==> config.mk <==
export PLATFORM = sky130hd
export DESIGN_NAME = if_stage
export DESIGN_NICKNAME = d
export VERILOG_FILES = /design/src/rtl/if_stage.sv
export SDC_FILE = /design/constraint.sdc
export NUM_CORES = 1
export LEC_CHECK = 0
export CAP_MARGIN = 15
export CORE_MARGIN = 1
export CORE_UTILIZATION = 30
export CTS_BUF_LIST = sky130_fd_sc_hd__clkbuf_4 sky130_fd_sc_hd__clkbuf_8
export DETAILED_ROUTE_END_ITERATION = 7
export MAX_ROUTING_LAYER = met4
export PLACE_DENSITY_LB_ADDON = 0.2
export SLEW_MARGIN = 20
export SYNTH_ARGS = -nofsm -noshare
export SYNTH_HDL_FRONTEND = slang
export SYNTH_SLANG_ARGS = --single-unit
export TNS_END_PERCENT = 100
==> constraint.sdc <==
create_clock -name clk -period 5.55 [get_ports clk]
set_input_delay 0.555 -clock clk [delete_from_list [all_inputs] [get_ports clk]]
set_output_delay 0.555 -clock clk [all_outputs]
set_load 0.05 [all_outputs]
==> src/rtl/if_stage.sv <==
// Instruction fetch: PC register, next-PC select and the IF/ID pipeline register.
// Latency: the word at imem_addr reaches d_inst one clk edge later.
// Backpressure: stall holds the PC and IF/ID; flush redirects and inserts a bubble.
module if_stage #(
    parameter logic [31:0] RESET_PC = 32'h0000_0000,
    parameter logic [31:0] NOP_INST = 32'h0000_0000
) (
    input  logic        clk,
    input  logic        rst,
    input  logic        stall,
    input  logic        flush,
    input  logic [1:0]  pcsrc,
    input  logic [31:0] bpc,
    input  logic [31:0] rpc,
    input  logic [31:0] jpc,
    output logic [31:0] imem_addr,
    input  logic [31:0] imem_data,
    output logic [31:0] d_inst,
    output logic [31:0] d_pc4,
    output logic        d_valid,
    output logic [5:0]  d_op,
    output logic [4:0]  d_rs,
    output logic [4:0]  d_rt,
    output logic [4:0]  d_rd,
    output logic [5:0]  d_func,
    output logic [15:0] d_imm,
    output logic [31:0] fetch_cnt
);

    typedef enum logic [1:0] {
        SEL_PC4 = 2'b00,
        SEL_BPC = 2'b01,
        SEL_RPC = 2'b10,
        SEL_JPC = 2'b11
    } pcsel_t;

    logic [31:0] pc;
    logic [31:0] pc4;
    logic [31:0] redirect_pc;

    assign pc4       = pc + 32'd4;
    assign imem_addr = pc;

    // Redirect target; only consulted on flush, so pcsrc is a don't-care otherwise.
    always_comb begin
        redirect_pc = pc4;
        case (pcsel_t'(pcsrc))
            SEL_PC4: redirect_pc = pc4;
            SEL_BPC: redirect_pc = bpc;
            SEL_RPC: redirect_pc = rpc;
            SEL_JPC: redirect_pc = jpc;
            default: redirect_pc = pc4;
        endcase
    end

    always_ff @(posedge clk) begin
        if (rst) begin
            pc        <= {RESET_PC[31:2], 2'b00};
            d_inst    <= NOP_INST;
            d_pc4     <= 32'd0;
            d_valid   <= 1'b0;
            fetch_cnt <= 32'd0;
        end else if (flush) begin
            pc        <= {redirect_pc[31:2], 2'b00};
            d_inst    <= NOP_INST;
            d_pc4     <= 32'd0;
            d_valid   <= 1'b0;
        end else if (!stall) begin
            pc        <= {pc4[31:2], 2'b00};
            d_inst    <= imem_data;
            d_pc4     <= pc4;
            d_valid   <= 1'b1;
            fetch_cnt <= fetch_cnt + 32'd1;
        end
    end

    assign d_op   = d_inst[31:26];
    assign d_rs   = d_inst[25:21];
    assign d_rt   = d_inst[20:16];
    assign d_rd   = d_inst[15:11];
    assign d_func = d_inst[5:0];
    assign d_imm  = d_inst[15:0];

endmodule

==> summary.md <==
| Metric | Value |
|---|---|
| Cell taking the most area after synthesis | `dfxtp_1` |
| Leak pwr | `3.598 nW` |
| Largest net degree at the start of global routing | `68` |
| Synth top area cells | `dfxtp_1, mux2i_1, nor2_1` |
| Slew Limit Fails | `0` |
| Max-Slew Margin vs Limit | `0.3218` |
| Maxcap violations | `0` |
| CP endpoint kind | `register` |
| Initial Util | `0.3072` |
| Clock Power Share | `0.361` |
| Setup TNS | `0 ns` |
| Buf/Inv on CP | `1` |
| H-tree levels | `4` |
| Pre-antenna DRT Iters | `5` |
| Switching power | `about 760 uW` |
| CTS root buf | `clkbuf_8` |
| Global Route Usage Sum | `0.1992` |
| Sw Share | `0.3206` |
| Predominant post-synthesis flop cell | `dfxtp_1` |
| Power per cell area | `238.7 mW/mm2` |
| Combinational share of power | `0.228` |
| Final ANT Viol Nets | `0` |
| Crit Path Class | `primary input to register` |
| Initial antenna violation count | `0` |
| Number of global-route vias before repair | `6000` |
| Placed cell count | `1296` |
| CP max stage delay | `approximately 0.65 ns` |
| Slew @ Worst Pin | `1.017 ns` |
| CTS tree | `built` |
| Post-synthesis register bit count | `~130` |
| Outcome | `finished clean` |
| # rows | `54` |
| Fmax | `about 350 MHz` |
| Sink Count | `125` |
| Top-area cell type share of the netlist area | `0.3721` |
| Mean area per synthesized cell | `approximately 8.3 um2` |
| Crit path time final | `approximately 2.9 ns` |
| Vias | `between 6000 and 7000` |
| Placed Area | `0.009520 mm2` |
| Mapped Cells | `a little over 800` |
| Period Utilization, post-route | `0.5149` |
| CTS buffer count | `17` |
| Max clock buf depth | `2` |
| Top post-synthesis cells by count | `dfxtp_1, nor2_1, a21oi_1, mux2i_1, nand2_1` |
| CP top delay family | `simple AND/OR/NAND/NOR gates` |
| Final wirelength | `about 22 mm` |
| Drc violations | `0` |
| Clk_lat worst skew | `between 0.4 and 0.5 ns` |
| Sequential fraction of the synthesis area | `0.3721` |
| Ant diodes | `0` |
| Hold Crit Class | `register to register` |
| Int Pwr | `about 1.6 mW` |
| Fin nets | `around 1200` |
| Reg power frac | `0.411` |
| Arrival time worst endpoint | `around 3.2 ns` |
| Ys async rst share | `0` |
| Clock Skew | `about 0.013 ns` |
| CP Cell Sequence | `clkdlybuf4s50_1, and4bb_2, nand4_1, or4_1, or3_1, a21oi_1` |
| # IOs | `306` |
| Die width | `between 150 and 200 um` |
| Final hold violations | `0` |
| Top-count cell post-synth | `dfxtp_1` |
| Synth warn | `0` |
| Share of cells above drive strength 1 | `0.06966` |
| Synth Cell Area | `0.006725 mm2` |
| VDD IR-drop max | `~0.12 mV` |
| Fill count | `around 2200` |
| CTS Hold Buffers Added | `0` |
| WL per Instance | `between 15 and 20 um` |
| Post-CTS setup buffer count | `0` |
| Clock edge transition at the registers on the reported setup and hold paths | `~0.080 ns` |
| Post-route insts no fill | `1328` |
| Final Cell Area | `approximately 0.01 mm2` |
| CP Data Required Time | `a little under 6 ns` |
| Initial DRC Count | `around 340` |
| CP Launch Type | `primary input` |
| Chip Height | `~150 um` |
| Core area | `~0.022 mm2` |
| DIE AREA | `~0.023 mm2` |
| Setup Viol. Count Final | `0` |
| Cell variety after synth | `63` |
| Resize count post-CTS | `0` |
| Number of synthesized flops with an enable pin | `0` |
| RSZ-0062 raised after global routing | `no` |
| CP Max Fanout | `12` |
| Slowest-stage cell, CP | `clkdlybuf4s50_1` |
| Vias/cell | `around 4.9` |
| PortBufs | `295` |
| First-pass GRT wire length | `33.78 mm` |
| Final HPWL DP | `about 16 mm` |
| Global route overflow | `0` |
| Synth-to-layout area growth | `47.89%` |
| Gpl congestion | `around 0.84` |
layout make-up:
type,count,area [um2],share of cell area
clock inverters,14,183.9,0.01849
well taps,280,350.3,0.03522
inverters,18,67.56,0.006793
repair buffers,306,3020,0.3037
flip-flops and latches,125,2502,0.2516
clock buffers,18,241.5,0.02428
multi-input cells,567,3580,0.3599
worst register-to-register path: stages (launching register included):
cell and delay [ns]:
dfxtp_1 0.48, ha_1 0.31, nand2_1 0.14, nor4_4 0.82, nand2_1 0.29, or3_1 0.38, o211a_1 0.12
layout by cell type, fill, tap and decap left out, drive strengths merged, types with 7 or more instances in the layout:
cell           instances
clkdlybuf4s50        292
dfxtp                125
nor2                 103
a21oi                 63
mux2i                 61
nand2                 52
o21ai                 50
xnor2                 35
nand3                 25
nor3                  24
inv                   22
xor2                  20
clkbuf                18
nand4                 16
buf                   14
a211oi                11
and3                   8
mux2                   8
nor4                   8
or3                    7
flip-flops by register name (all words and copies together), names as in the netlist:
register / count
imem_addr: 30
d_pc4: 30
fetch_cnt: 32
d_valid: 1
d_inst: 32
power by group through the flow:
stage | Combinational (mW) | Sequential (mW) | Clock [mW]
floorplan | 0.220 | 1.10 | 0
global placement | 0.542 | 0.995 | 0
detailed placement | 0.543 | 0.997 | 0
CTS | 0.545 | 0.975 | 0.887
global route | 0.577 | 0.982 | 0.926
finish | 0.542 | 0.976 | 0.856
metal layers:
metal	wire length [um]	global-route usage
met5	0	-
met2	9817	0.2920
met1	10420	0.2695
met4	227	0.04950
met3	1713	0.05329
metrics by stage:
stage | worst slack, ns | util | hold WS [ns] | total power [mW]
2_1_floorplan | 3.232 | - | 0.6989 | 1.319
3_3_place_gp | 2.231 | 0.4349 | 0.4357 | 1.537
3_5_place_dp | 2.204 | 0.4349 | 0.4406 | 1.540
4_1_cts | 2.691 | 0.4543 | 0.4580 | 2.408
5_1_grt | 2.542 | 0.4543 | 0.4954 | 2.484
6_report | 2.692 | 0.4543 | 0.4532 | 2.374
path summary, 6_finish.rpt:
path | from | endpoint | slack, ns | depth (start not counted)
max reg2reg | imem_addr[2] | imem_addr[18] | 2.89 | 6
max | flush | fetch_cnt[31] | 2.69 | 6
min reg2reg | d_valid | d_valid | 0.45 | 1
min | d_valid | d_valid | 0.45 | 1
kinds of logic (layout without fill, tap and decap cells):
family	count (synthesis)	after routing	share of synthesized area
and+or+nand+nor	271	271	0.2000
AOI/OAI and AO/OA	166	166	0.1505
DFF	125	125	0.3721
buffers and inverters	124	356	0.09730
muxes	69	69	0.1042
xor gates and xnor gates	55	55	0.07163
adders and majority gates	2	2	0.003720
other	1	4	0.0005576
Power figures use the tool's default switching activity.
